**src/rtl/uart_rx_if.sv**
```systemverilog
// Serial receive bundle: the line side (master) drives the serial input and
// the parity mode, and the receiver (slave) returns the decoded frame.
interface uart_rx_if;
  logic       rx_in;
  logic       parity_enable;
  logic [7:0] data_out;
  logic       data_valid;
  logic       parity_error;
  logic       framing_error;
  logic       busy;

  modport master (
    output rx_in,
    output parity_enable,
    input  data_out,
    input  data_valid,
    input  parity_error,
    input  framing_error,
    input  busy
  );

  modport slave (
    input  rx_in,
    input  parity_enable,
    output data_out,
    output data_valid,
    output parity_error,
    output framing_error,
    output busy
  );
endinterface

```
**src/rtl/uart_rx.sv**
```systemverilog
// UART receiver: 8 data bits sent LSB first, optional even parity, one stop bit.
// Bits are sampled at mid-bit, timed from the falling edge of the start bit.
module uart_rx #(
  parameter int CLKS_PER_BIT = 16
) (
  input logic     clk,
  input logic     rst_n,
  uart_rx_if.slave bus
);

  localparam int CNT_W = $clog2(CLKS_PER_BIT);
  localparam logic [CNT_W-1:0] HALF_LAST = CNT_W'(CLKS_PER_BIT / 2 - 1);
  localparam logic [CNT_W-1:0] FULL_LAST = CNT_W'(CLKS_PER_BIT - 1);

  typedef enum logic [2:0] {
    IDLE,
    START,
    DATA,
    PARITY,
    STOP
  } state_t;

  state_t           state_q, state_d;
  logic [CNT_W-1:0] cnt_q, cnt_d;
  logic [2:0]       bit_cnt_q, bit_cnt_d;
  logic [7:0]       shift_q, shift_d;
  logic             par_en_q, par_en_d;
  logic             par_bit_q, par_bit_d;
  logic [7:0]       data_out_q, data_out_d;
  logic             data_valid_q, data_valid_d;
  logic             parity_error_q, parity_error_d;
  logic             framing_error_q, framing_error_d;
  logic             sync1_q, sync1_d;
  logic             rx_s_q, rx_s_d;
  logic             rx_prev_q, rx_prev_d;

  // Two-flop synchronizer, plus a delayed copy of the synchronized line for edge detection
  always_ff @(posedge clk or negedge rst_n) begin
    if (!rst_n) begin
      sync1_q   <= 1'b1;
      rx_s_q    <= 1'b1;
      rx_prev_q <= 1'b1;
    end else begin
      sync1_q   <= sync1_d;
      rx_s_q    <= rx_s_d;
      rx_prev_q <= rx_prev_d;
    end
  end

  // FSM state register
  always_ff @(posedge clk or negedge rst_n) begin
    if (!rst_n) begin
      state_q <= IDLE;
    end else begin
      state_q <= state_d;
    end
  end

  // Bit timing, data shifting and the output registers
  always_ff @(posedge clk or negedge rst_n) begin
    if (!rst_n) begin
      cnt_q           <= '0;
      bit_cnt_q       <= '0;
      shift_q         <= '0;
      par_en_q        <= 1'b0;
      par_bit_q       <= 1'b0;
      data_out_q      <= 8'h00;
      data_valid_q    <= 1'b0;
      parity_error_q  <= 1'b0;
      framing_error_q <= 1'b0;
    end else begin
      cnt_q           <= cnt_d;
      bit_cnt_q       <= bit_cnt_d;
      shift_q         <= shift_d;
      par_en_q        <= par_en_d;
      par_bit_q       <= par_bit_d;
      data_out_q      <= data_out_d;
      data_valid_q    <= data_valid_d;
      parity_error_q  <= parity_error_d;
      framing_error_q <= framing_error_d;
    end
  end

  // Next-state and datapath logic: each state counts to its sample point, samples, then restarts the counter
  always_comb begin
    sync1_d         = bus.rx_in;
    rx_s_d          = sync1_q;
    rx_prev_d       = rx_s_q;
    state_d         = state_q;
    cnt_d           = cnt_q;
    bit_cnt_d       = bit_cnt_q;
    shift_d         = shift_q;
    par_en_d        = par_en_q;
    par_bit_d       = par_bit_q;
    data_out_d      = data_out_q;
    data_valid_d    = 1'b0;
    parity_error_d  = parity_error_q;
    framing_error_d = framing_error_q;

    case (state_q)
      IDLE: begin
        cnt_d = '0;
        if (rx_prev_q && !rx_s_q) begin
          state_d = START;
        end
      end

      START: begin
        if (cnt_q == HALF_LAST) begin
          cnt_d = '0;
          if (rx_s_q) begin
            state_d = IDLE;
          end else begin
            state_d   = DATA;
            bit_cnt_d = '0;
            par_en_d  = bus.parity_enable;
          end
        end else begin
          cnt_d = cnt_q + CNT_W'(1);
        end
      end

      DATA: begin
        if (cnt_q == FULL_LAST) begin
          cnt_d     = '0;
          shift_d   = {rx_s_q, shift_q[7:1]};
          bit_cnt_d = bit_cnt_q + 3'd1;
          if (bit_cnt_q == 3'd7) begin
            state_d = par_en_q ? PARITY : STOP;
          end
        end else begin
          cnt_d = cnt_q + CNT_W'(1);
        end
      end

      PARITY: begin
        if (cnt_q == FULL_LAST) begin
          cnt_d     = '0;
          par_bit_d = rx_s_q;
          state_d   = STOP;
        end else begin
          cnt_d = cnt_q + CNT_W'(1);
        end
      end

      STOP: begin
        if (cnt_q == FULL_LAST) begin
          cnt_d           = '0;
          state_d         = IDLE;
          data_valid_d    = 1'b1;
          data_out_d      = shift_q;
          framing_error_d = !rx_s_q;
          parity_error_d  = par_en_q & ((^shift_q) ^ par_bit_q);
        end else begin
          cnt_d = cnt_q + CNT_W'(1);
        end
      end

      default: begin
        state_d = IDLE;
      end
    endcase
  end

  assign bus.data_out      = data_out_q;
  assign bus.data_valid    = data_valid_q;
  assign bus.parity_error  = parity_error_q;
  assign bus.framing_error = framing_error_q;
  assign bus.busy          = (state_q != IDLE);

endmodule

```
**src/flat_wrapper.sv**
```systemverilog
// flat-port wrapper written by rule: the top's interface ports become plain ports
module uart_rx_flat 
#(
  parameter int CLKS_PER_BIT = 16
)
  (clk, rst_n, bus_rx_in, bus_parity_enable, bus_data_out, bus_data_valid, bus_parity_error, bus_framing_error, bus_busy);
  uart_rx_if bus_i ();
  input logic clk;
  input logic rst_n;
  input wire logic [$bits(bus_i.rx_in)-1:0] bus_rx_in;
  input wire logic [$bits(bus_i.parity_enable)-1:0] bus_parity_enable;
  output wire logic [$bits(bus_i.data_out)-1:0] bus_data_out;
  output wire logic [$bits(bus_i.data_valid)-1:0] bus_data_valid;
  output wire logic [$bits(bus_i.parity_error)-1:0] bus_parity_error;
  output wire logic [$bits(bus_i.framing_error)-1:0] bus_framing_error;
  output wire logic [$bits(bus_i.busy)-1:0] bus_busy;
  assign bus_i.rx_in = bus_rx_in;
  assign bus_i.parity_enable = bus_parity_enable;
  assign bus_data_out = bus_i.data_out;
  assign bus_data_valid = bus_i.data_valid;
  assign bus_parity_error = bus_i.parity_error;
  assign bus_framing_error = bus_i.framing_error;
  assign bus_busy = bus_i.busy;
  uart_rx #(.CLKS_PER_BIT(CLKS_PER_BIT)) u_core (.clk(clk), .rst_n(rst_n), .bus(bus_i));
endmodule
```
**config.mk**
```make
export PLATFORM = sky130hd
export DESIGN_NAME = uart_rx_flat
export DESIGN_NICKNAME = d
export VERILOG_FILES = /design/src/rtl/uart_rx_if.sv /design/src/rtl/uart_rx.sv /design/src/flat_wrapper.sv
export SDC_FILE = /design/constraint.sdc
export NUM_CORES = 1
export LEC_CHECK = 0
export ABC_CLOCK_PERIOD_IN_PS = 3200
export BUFFER_PORTS_ARGS = -buffer_cell sky130_fd_sc_hd__clkbuf_2
export CAP_MARGIN = 20
export CORE_AREA = 5 5 55 105
export CTS_BUF_LIST = sky130_fd_sc_hd__clkbuf_8
export CTS_CLUSTER_SIZE = 12
export DETAILED_ROUTE_END_ITERATION = 10
export DIE_AREA = 0 0 60 110
export MAX_ROUTING_LAYER = met4
export SYNTH_ARGS = -nofsm -noshare
export SYNTH_HDL_FRONTEND = slang
export SYNTH_SLANG_ARGS = --single-unit
export TNS_END_PERCENT = 30
```
**constraint.sdc**
```tcl
create_clock -name clk -period 3.2 [get_ports clk]
set_clock_uncertainty 0.2 [all_clocks]
set_input_delay 0.64 -clock clk [delete_from_list [all_inputs] [get_ports clk]]
set_output_delay 0.64 -clock clk [all_outputs]
set_load 0.02 [all_outputs]
```
# --- Yosys cells after proc, flatten, opt, wreduce, memory -nomap -nowiden ---
# Index checks and enable logic that the tools add are counted.
totals:
  ff_bits: 34
  in_bits: 4
  output_inout_bits: 12
  elab_cells: 64
classes:
  add_sub_neg: 2
  n_eq_ne: 14
  n_mux: 18
  bitwise_logic: 3
  reduce_logical: 14
op_table:
  columns: ["operator", "n"]
  rows:
  - ["two-way mux 3 bit", 10]
  - ["one-hot mux 3 bit (5 select lines)", 1]
  - ["inequality test 2 x 1 -> 1 bit, second input constant", 6]
  - ["one-hot mux 4 bit (3 select lines)", 1]
  - ["two-way mux 4 bit", 2]
  - ["XOR reduction 8 bit", 1]
  - ["equality test 3 x 2 -> 1 bit, second input constant", 2]
  - ["equality test 3 bit, second input constant", 2]
  - ["one-hot mux 3 bit (2 select lines)", 1]
  - ["AND reduction 2 bit", 3]
  - ["AND reduction 6 bit", 1]
  - ["nonzero test 3 bit", 2]
  - ["adder 4 x 1 -> 4 bit, second input constant", 1]
  - ["equality test 4 x 3 -> 1 bit, second input constant", 1]
  - ["equality test 4 bit, second input constant", 1]
  - ["AND reduction 4 bit", 1]
  - ["adder 3 x 1 -> 3 bit, second input constant", 1]
  - ["equality test 3 x 1 -> 1 bit, second input constant", 1]
  - ["zero test 3 bit", 1]
  - ["AND reduction 3 bit", 1]
  - ["OR reduction 3 bit", 1]
  - ["two-way mux 1 bit", 2]
  - ["two-way mux 2 bit", 1]
  - ["inequality test 2 bit, second input constant", 1]
  - ["other kinds (6)", 6]

# --- Longest topological paths before layout ---
# Gate-level depths: netlist of run 1.
depth:
  word_depth: 4
  ltp_mapped: 6
  ltp_nobuf: 6

# --- Least setup slack after synthesis of run 1 ---
# OpenSTA, ideal clock, no wires.
synth_path:
  path_kind: "register -> output"
  from: "reg u_core.state_q[2]"
  to: "out bus_busy"
  arrival_ns: 1.067
  required_time_ns: 2.360
  setup_slack_ns: 1.293
  path_stages_with_launch: 3
  n_path_buf: 1
  cell_sequence: "dfrtp_1 clkbuf_1 or3_2"
synth_between:
  elab_chain_len: 1
synth_lines:
  columns: ["element", "line_no", "source"]
  rows:
  - ["start: declaration", "uart_rx.sv:23", "state_t state_q, state_d;"]
  - ["start signal: assignment", "uart_rx.sv:55", "state_q <= state_d;"]
  - ["nonzero test 3 bit", "uart_rx.sv:169", "assign bus.busy = (state_q != IDLE);"]
  - ["end: declaration", "flat_wrapper.sv:16", "output wire logic [$bits(bus_i.busy)-1:0] bus_busy;"]
# Every way passes these cells.

# --- Worst setup path after layout of run 1 ---
layout_path:
  from: "reg u_core.state_q[1]"
  to: "out bus_busy"
# Same word-level chain as after synthesis.

==> results of run 1 <==
==> state kept, by name (all words and copies together) (netlist names) <==
| signal | count |
|---|---|
| u_core.par_bit_q | 1 |
| u_core.cnt_q | 4 |
| u_core.rx_prev_q | 1 |
| u_core.bit_cnt_q | 3 |
| u_core.shift_q | 8 |
| u_core.bus.data_valid | 1 |
| u_core.bus.parity_error | 1 |
| u_core.rx_s_d | 1 |
| u_core.rx_prev_d | 1 |
| u_core.bus.framing_error | 1 |
| u_core.bus.data_out | 8 |
| u_core.state_q | 3 |
| u_core.par_en_q | 1 |
==> path summary, 6_finish.rpt <==
path,end,cells past startpoint,from
max in group asynchronous,u_core.par_bit_q,1,rst_n
min reg2reg,u_core.rx_prev_d,0,u_core.rx_s_d
min in group asynchronous,u_core.bus.data_out[4],1,rst_n
max reg2reg,u_core.shift_q[1],4,u_core.cnt_q[0]
max,bus_busy,2,u_core.state_q[1]
min,u_core.rx_prev_d,0,u_core.rx_s_d
==> power by group through the flow <==
stage | Sequential [mW] | Clock [mW] | Combinational (mW)
floorplan | 0.524 | 0 | 0.239
global placement | 0.559 | 0 | 0.241
detailed placement | 0.566 | 0 | 0.260
CTS | 0.556 | 0.332 | 0.262
global route | 0.566 | 0.352 | 0.293
finish | 0.559 | 0.323 | 0.258
==> layout make-up <==
class,count,area [sq um]
Multi-Input combinational cell,83,709.4
Clock inverter,2,8.758
Inverter,4,15.01
Fill cell,474,3048
Clock buffer,6,82.58
Timing Repair Buffer,15,75.07
Sequential cell,34,854.6
Tap cell,57,71.32
==> worst max-delay path, delay by kind of cell (launching register included) <==
kind / cells / cell delay, ns
DFF: 1 / 0.52
buffers and inverters: 1 / 0.17
and+or+nand+nor: 1 / 0.50
==> metal layers <==
| metal | GRT usage, % | vias to the layer above | wire (um) |
|---|---|---|---|
| met5 | - | - | 0 |
| met3 | 1.981 | 7 | 115 |
| met2 | 19.12 | 28 | 1796 |
| li1 | - | 480 | - |
| met4 | 8.399 | 0 | 89 |
| met1 | 10.27 | 509 | 1092 |
==> logic make-up (layout without fill, tap and decap cells) <==
| group | count (synthesis) | count (layout) |
|---|---|---|
| buffers and inverters | 9 | 27 |
| DFF | 34 | 34 |
| adders and majority gates | 3 | 3 |
| AOI/OAI and AO/OA | 19 | 19 |
| muxes | 21 | 21 |
| and+or+nand+nor | 32 | 32 |
| xor gates and xnor gates | 8 | 8 |
==> synth_stat cells, drive strengths merged (2+ instances only) <==
cell type,instances
a21oi,3
buf,4
o21ai,10
xor2,3
mux2,20
nand3,4
nor2,4
nor3,2
ha,3
dfrtp,31
nand2,11
xnor2,4
a22o,2
dfstp,3
and3,2
inv,4
==> metrics by stage <==
step | setup slack (ns) | hold slack [ns] | total power, mW | cells | cell area [sq um]
2_1_floorplan | 1.293 | 0.1444 | 0.7629 | 126 | 1624
3_3_place_gp | 1.102 | 0.1462 | 0.7992 | 193 | 1725
3_5_place_dp | 1.014 | 0.1478 | 0.8259 | 193 | 1725
4_1_cts | 0.8905 | 0.1580 | 1.150 | 201 | 1817
5_1_grt | 0.8473 | 0.1607 | 1.210 | 201 | 1817
6_report | 0.8950 | 0.1564 | 1.140 | 201 | 1817
==> cell usage in the layout (no fill, tap or decap), drive strengths merged, types with 3 or more instances in the layout <==
| cell | n |
|---|---|
| xor2 | 3 |
| o21ai | 10 |
| ha | 3 |
| clkbuf | 21 |
| nand2 | 11 |
| nand3 | 4 |
| mux2 | 20 |
| inv | 5 |
| dfrtp | 31 |
| dfstp | 3 |
| nor2 | 4 |
| a21oi | 3 |
| xnor2 | 4 |
==> metrics.yaml, run 1 <==
critical_path:
  start_kind: "register"
  slowest_delay_ns: 0.52
  r2r_setup_slack_ns: 1.01
  worst-path-max-fanout: 13
  cp.arrival_ns: 1.46
  cp.required_ns: 2.36
  cpMaxStageDelayCell: "dfrtp_1"
  path_class: "register to output pin"
  setup.worst_path.end_class: "output pin"
  cp_cell_sequence: "or3_2 -> clkbuf_2"
grt:
  grtUsageTotal_pct: 11.03
  grt_overflow: 0
  antenna_found_initial: 0
  grt_max_degree: 35
  grt_pass1_wl_um: 5292
  grt_pass1_vias: 1117
clock_network:
  cts_tree: "yes"
  htreeDepth: 2
  cts.hold.buffers_added: 0
  cts_setup_buffers: 0
  cts_sinks: 34
  cts.repair.resized: 0
  clock_path_buffers: 2
  cts_buffers: 5
  cts.clk_slew.worst_paths_ns: 0.07
  clk_latency_ns: 0.28
  cts_root_buffer: "clkbuf_8"
synthesis:
  ys_seq_area_share_pct: 52.62
  yosysUniqueCellTypes: 40
  yosys.area.top_type: "dfrtp_1"
  syn_area_sq_um: 1624
  yosys_warnings: 0
  synthXorXnorAreaFrac_pct: 5.162
  synthTopCellsByArea: "dfrtp_1, mux2_4, mux2_2, dfstp_2, nand2_1"
  muxShareOfSynthArea_pct: 16.33
  syn_inst: 126
  synth_top_family_by_area: "multiplexers"
  synth-edff-count: 0
  synth_top_area_share_pct: 47.77
  async_flop_share_pct: 100.0
  syn_avg_cell_area_sq_um: 12.89
  yosys.area_share.simple_pct: 12.40
  synth_flop_cell: "dfrtp_1"
  synthAdderAreaFrac_pct: 2.311
  syn-num-nets: 133
  synth-seq-cells: 34
  synth_compound_area_share_pct: 7.473
finish:
  drive_gt1_share_pct: 35.42
  layout.nets: 150
  num_antenna_cells: 0
  final_util_pct: 37.35
  area_delta_synth_final_pct: 11.86
floorplan:
  die_area_sq_um: 6600
  die_x_um: 60
  core_sq_um: 4865
  ioPinCount: 16
  start_util_pct: 33.38
  die_h_um: 110
  rows: 36
routing:
  totalWireLength_um: 3092
  wl_per_cell_um: 15.38
  num_vias: 1024
  drc: 0
  drt_iter0_drc: 24
  antenna_left: 0
  routed_via_density: 5.095
  first_pass_iters: 4
outcome:
  outcome: "finished, final reports clean"
timing:
  tightest_slew_ns: 0.8312
  hold_viol_final: 0
  slew_headroom_pct: 44.59
  setup_tns_ns: 0
  fmax_mhz: 433.8
  rsz0062_at_grt: "no"
  setup_violations: 0
  min_period_ns: 2.305
  fin_crit_sh_pct: 72.03
  slew_violations: 0
pwr:
  swShare_pct: 33.87
  power_frac_clock_pct: 28.3
  ir_drop_mv: 0.2362
  comb_power_share_pct: 22.6
  p_int_mw: 0.7539
  powerDensity_nw_per_um2: 627.5
  pwr-share-seq_pct: 49.1
  power_leakage_nw: 0.9035
  switchingPower_mw: 0.3861
hold_path:
  worstHoldPathType: "register to register"
placement:
  routabilityCongestion: 0.8115
  hpwlAfterDp_um: 2304
  numPortBuffers: 15
run:
  cap_violations: 0
Note: power is estimated with default switching activity, not from simulation.
==> run 2, diff against run 1 <==
--- a/config.mk
+++ b/config.mk
@@ -5,7 +5,7 @@
 export SDC_FILE = /design/constraint.sdc
 export NUM_CORES = 1
 export LEC_CHECK = 0
-export ABC_CLOCK_PERIOD_IN_PS = 3200
+export ABC_CLOCK_PERIOD_IN_PS = 2310
 export BUFFER_PORTS_ARGS = -buffer_cell sky130_fd_sc_hd__clkbuf_2
 export CAP_MARGIN = 20
 export CORE_AREA = 5 5 55 105
==> constraint.sdc (replaced) <==
create_clock -name clk -period 2.31 [get_ports clk]
set_clock_uncertainty 0.2 [all_clocks]
set_input_delay 0.462 -clock clk [delete_from_list [all_inputs] [get_ports clk]]
set_output_delay 0.462 -clock clk [all_outputs]
set_load 0.02 [all_outputs]
==> run 2 against run 1 <==
Effect of this change: design area rose by 2.6%; final cell count increased by 1.5%; worst setup slack lost 0.74 ns; first-iteration DRC count is 38% lower; via count up 0.29%; critical endpoint unchanged; sequential share of layout area down 1.2 points; worst hold slack got worse by 0.10 ns; power grew 47%; critical path type unchanged; sequential cell count stayed put; global-route usage fell by 0.49 points; non-clock buffer count grew 3.
==> metrics.yaml, run 2 (synthesized netlist as in run 1, its figures left out) <==
grt:
  grt_pass1_wl_um: 5037  # -4.8%
  grt_pass1_vias: 1070  # -4.2%
  grtUsageTotal_pct: 10.54  # -0.49 points
  grt_overflow: 0  # unchanged
  antenna_found_initial: 0  # unchanged
  grt_max_degree: 19  # -46%
critical_path:
  path_class: "register to output pin"
  cpMaxStageDelayCell: "dfrtp_1"
  cp.required_ns: 1.65  # -0.71 ns
  slowest_delay_ns: 0.54  # +0.02 ns
  worst-path-max-fanout: 13  # unchanged
  cp.arrival_ns: 1.49  # +0.03 ns
  cp_cell_sequence: "or3_2 -> clkbuf_2"
  start_kind: "register"
  r2r_start: "u_core.cnt_q[0]"
  setup.worst_path.end_class: "output pin"
  startpoint: "u_core.state_q[1]"
routing:
  first_pass_iters: 4  # unchanged
  totalWireLength_um: 2958  # -4.3%
  drt_iter0_drc: 15  # -38%
  routed_via_density: 5.034  # -1.2%
  drc: 0  # unchanged
  wl_per_cell_um: 14.50  # -5.7%
  antenna_left: 0  # unchanged
  num_vias: 1027  # +0.29%
pwr:
  ir_drop_mv: 0.6250  # +160%
  power_leakage_nw: 0.9159  # +1.4%
  swShare_pct: 32.45  # -1.4 points
  comb_power_share_pct: 20.8  # -1.8 points
  powerDensity_nw_per_um2: 898.4  # +43%
  switchingPower_mw: 0.5434  # +41%
  pwr-share-seq_pct: 46.5  # -2.6 points
  p_int_mw: 1.131  # +50%
  fin_total_pwr_mw: 1.675  # +47%
  power_frac_clock_pct: 32.6  # +4.3 points
timing:
  setup_violations: 0  # unchanged
  fin_crit_sh_pct: 93.21
  hold-worst-slack_ns: 0.05553  # -0.1009 ns
  hold_viol_final: 0  # unchanged
  tightest_slew_ns: 0.4365  # -0.3947 ns
  fmax_mhz: 464.4
  slew_violations: 0  # unchanged
  setup_tns_ns: 0  # unchanged
  rsz0062_at_grt: "no"
  finalWorstSetupSlack_ns: 0.1568  # -0.7382 ns
  min_period_ns: 2.153
  slew_headroom_pct: 70.90  # +26 points
clock_network:
  cts_tree: "yes"
  clock_path_buffers: 2  # unchanged
  clk_latency_ns: 0.29  # about the same
  htreeDepth: 2  # unchanged
  cts_sinks: 34  # unchanged
  cts_buffers: 5  # unchanged
  cts.clk_slew.worst_paths_ns: 0.07  # about the same
  cts_root_buffer: "clkbuf_8"
placement:
  placement.cell_area_sq_um: 1740  # +0.87%
  dpl_worst_slack_ns: 0.3559  # -0.6577 ns
  routabilityCongestion: 0.7516  # -7.4%
  numPortBuffers: 15  # unchanged
  hpwlAfterDp_um: 2178  # -5.5%
floorplan:
  rows: 36  # unchanged
  die_h_um: 110  # unchanged
  die_area_sq_um: 6600  # unchanged
  core_sq_um: 4865  # unchanged
  start_util_pct: 33.38  # unchanged
  die_x_um: 60  # unchanged
  ioPinCount: 16  # unchanged
finish:
  layout.nets: 153  # +2.0%
  final_cell_mix: "dfrtp_1, clkbuf_2, nand2_1"
  design_area_sq_um: 1864  # +2.6%
  area_delta_synth_final_pct: 14.79
  num_antenna_cells: 0  # unchanged
  mostFrequentLayoutCell: "dfrtp_1"
  drive_gt1_share_pct: 36.73  # +1.3 points
hold_path:
  worstHoldPathType: "primary input to register"
  hp-start: "bus_rx_in"
run:
  cap_violations: 0  # unchanged
outcome:
  outcome: "finished, final reports clean"
## run 2: final timing paths
path                            depth (start not counted)  slack (ns)                endpoint
worst max register to register                          4        0.34  u_core.bus.data_out[7]
worst min register to register                          0        0.16        u_core.rx_prev_d
worst min-delay path                                    1        0.06           u_core.rx_s_d
max in group asynchronous                               3        0.82        u_core.rx_prev_d
min in group asynchronous                               2        0.44  u_core.bus.data_out[4]
worst max-delay path                                    2        0.16                bus_busy
## run 2: area by class of cell
class | instances | area (sq um)
fill | 470 | 3000
timing repair buffer | 18 | 100.1
multi-input combinational | 83 | 709.4
inverter | 4 | 15.01
clock inverter | 3 | 45.04
tap | 57 | 71.32
clock buffer | 5 | 68.82
sequential | 34 | 854.6
## run 2: critical path, delay by kind of cell (launching register included)
kind                   cells  cell delay (ns)
AND/OR/NAND/NOR            1             0.50
flip-flops                 1             0.54
buffers and inverters      1             0.17
## run 2: metrics by stage
stage               instances  utilization, %
detailed placement        195           35.78
floorplan                 126               -
global placement          195           35.78
finish                    204           38.32
global route              204           38.32
CTS                       204           38.32
## run 2: power groups by stage
| stage | registers [mW] | clock network [mW] | logic, mW |
|---|---|---|---|
| after floorplan | 0.726 | 0 | 0.331 |
| after global placement | 0.783 | 0 | 0.335 |
| after detailed placement | 0.786 | 0 | 0.349 |
| after CTS | 0.777 | 0.563 | 0.353 |
| after global routing | 0.797 | 0.583 | 0.388 |
| final | 0.779 | 0.547 | 0.349 |
## run 2: timing repair
| item | 4_1_cts | 5_1_grt |
|---|---|---|
| endpoints found under the hold margin | 15 | 0 |
| buffers inserted | 0 | 0 |
| resized for setup | 0 | 0 |
| hold buffers | 1 | 0 |
## run 2: per-layer routing
layer / global-route usage, % / wire length, um / up-vias
li1: - / - / 486
met1: 10.85 / 1156 / 516
met2: 17.88 / 1626 / 17
met3: 2.797 / 99 / 8
met4: 5.388 / 76 / 0
met5: - / 0 / -
==> run 3, diff against run 2 <==
--- a/config.mk
+++ b/config.mk
@@ -6,7 +6,7 @@
 export NUM_CORES = 1
 export LEC_CHECK = 0
 export ABC_CLOCK_PERIOD_IN_PS = 2310
-export BUFFER_PORTS_ARGS = -buffer_cell sky130_fd_sc_hd__clkbuf_2
+export BUFFER_PORTS_ARGS = -buffer_cell sky130_fd_sc_hd__buf_4
 export CAP_MARGIN = 20
 export CORE_AREA = 5 5 55 105
 export CTS_BUF_LIST = sky130_fd_sc_hd__clkbuf_8
==> run 3 against run 2 <==
Effect of this change: via count is 2.9% lower; routed wire length is 4.7% lower; largest cell class unchanged; critical path type unchanged; combinational power hardly changed.
==> metrics.yaml, run 3 (synthesized netlist as in run 1, its figures left out) <==
timing:
  fmax_mhz: 465.4  # +0.20%
  setup_tns_ns: 0  # unchanged
  finalWorstSetupSlack_ns: 0.1611  # +0.004311 ns
  tightest_slew_ns: 0.4207  # -0.01582 ns
  min_period_ns: 2.149  # -0.004311 ns
  hold_viol_final: 0  # unchanged
  slew_violations: 0  # unchanged
  fin_crit_sh_pct: 93.02  # -0.19 points
  slew_headroom_pct: 71.96  # +1.1 points
  setup_violations: 0  # unchanged
  rsz0062_at_grt: "no"
routing:
  routed_via_density: 4.911  # -2.4%
  drt_iter0_drc: 11  # -4
  wl_per_cell_um: 13.88  # -4.3%
  antenna_left: 0  # unchanged
  totalWireLength_um: 2818  # -4.7%
  first_pass_iters: 3  # -1
  num_vias: 997  # -2.9%
  drc: 0  # unchanged
critical_path:
  path_class: "register to output pin"
  cp.arrival_ns: 1.49  # about the same
  worst-path-max-fanout: 13  # unchanged
  cp.required_ns: 1.65  # about the same
  start_kind: "register"
  setup.worst_path.end_class: "output pin"
clock_network:
  cts_root_buffer: "clkbuf_8"
  cts_tree: "yes"
  cts_sinks: 34  # unchanged
  clock_path_buffers: 2  # unchanged
  cts_setup_buffers: 0  # unchanged
  cts.clk_slew.worst_paths_ns: 0.07  # about the same
  htreeDepth: 2  # unchanged
  clk_latency_ns: 0.28  # about the same
  cts_buffers: 5  # unchanged
  cts.repair.resized: 0  # unchanged
grt:
  grt_max_degree: 35  # +16
  grtUsageTotal_pct: 10.43  # -0.11 points
  antenna_found_initial: 0  # unchanged
  grt_pass1_wl_um: 4933  # -2.1%
  grt_pass1_vias: 1059  # -1.0%
  grt_overflow: 0  # unchanged
floorplan:
  die_area_sq_um: 6600  # unchanged
  start_util_pct: 33.38  # unchanged
  ioPinCount: 16  # unchanged
  die_h_um: 110  # unchanged
  core_sq_um: 4865  # unchanged
  rows: 36  # unchanged
  die_x_um: 60  # unchanged
finish:
  mostFrequentLayoutCell: "dfrtp_1"
  final_util_pct: 38.45  # +0.13 points
  layout.nets: 152  # -0.65%
  num_antenna_cells: 0  # unchanged
  drive_gt1_share_pct: 36.30  # -0.43 points
  final_cell_mix: "dfrtp_1, buf_4, nand2_1"
  area_delta_synth_final_pct: 15.18
pwr:
  fin_total_pwr_mw: 1.561  # -6.8%
  power_leakage_nw: 0.9163  # about the same
  powerDensity_nw_per_um2: 834.7  # -7.1%
  ir_drop_mv: 0.4167  # -33%
outcome:
  outcome: "finished, final reports clean"
hold_path:
  worstHoldPathType: "primary input to register"
placement:
  dpl_worst_slack_ns: 0.3864  # +0.03049 ns
  routabilityCongestion: 0.7707  # +2.5%
  numPortBuffers: 15  # unchanged
  hpwlAfterDp_um: 2063  # -5.3%
run:
  cap_violations: 0  # unchanged
[run 3: changes by cell type in the layout (fill, tap and decap cells not counted)]
cell | before | now
clkinv_2 | 0 | 1
clkinv_4 | 0 | 1
clkbuf_2 | 15 | 0
bufinv_16 | 1 | 0
buf_4 | 2 | 16
clkinvlp_4 | 2 | 1
[run 3: what timing repair did]
item / CTS / global route
endpoints found under the setup margin: 0 / 0
hold buffers: 1 / 0
endpoints found under the hold margin: 31 / 0
[run 3: path summary, 6_finish.rpt]
check	from	slack, ns	depth (start not counted)	end
max	u_core.state_q[1]	0.16	2	bus_busy
min	bus_rx_in	0.08	1	u_core.rx_s_d
max reg2reg	u_core.cnt_q[0]	0.39	4	u_core.bus.data_out[4]
min reg2reg	u_core.rx_s_d	0.16	0	u_core.rx_prev_d
max in group asynchronous	rst_n	1.12	2	u_core.rx_prev_q
min in group asynchronous	rst_n	0.45	2	u_core.shift_q[4]
[run 3: cell type report]
cell class / count / area (sq um)
fillers: 495 / 2994
flip-flops and latches: 34 / 854.6
multi-input cells: 83 / 709.4
repair buffers: 17 / 130.1
well taps: 57 / 71.32
clock buffers: 5 / 68.82
clock inverters: 3 / 21.27
inverters: 4 / 15.01
[run 3: stage by stage]
stage | hold WS, ns | cells | cell area, sq um
after global placement | 0.1462 | 194 | 1770
after detailed placement | 0.1473 | 194 | 1770
after CTS | 0.06839 | 203 | 1871
after floorplan | -0.03359 | 126 | 1624
after global routing | 0.05878 | 203 | 1871
final | 0.07979 | 203 | 1871
[run 3: where the power goes]
part	switching, mW	internal (mW)	leakage, nW
clock	0.222	0.211	0.0441
combinational	0.192	0.159	0.417
sequential	0.118	0.659	0.455
total	0.532	1.03	0.916
[run 3: worst max-delay path: stages, from the launching register on]
cell,delay [ns]
dfrtp_1,0.53
or3_2,0.50
buf_4,0.17
[run 3: per-layer routing]
metal	vias to the layer above	part of all wire (%)	GRT usage (%)
met3	7	3.8	3.147
met4	0	2.8	5.705
met1	497	38	10.07
met2	15	55	17.96
li1	478	-	-
met5	-	0	-
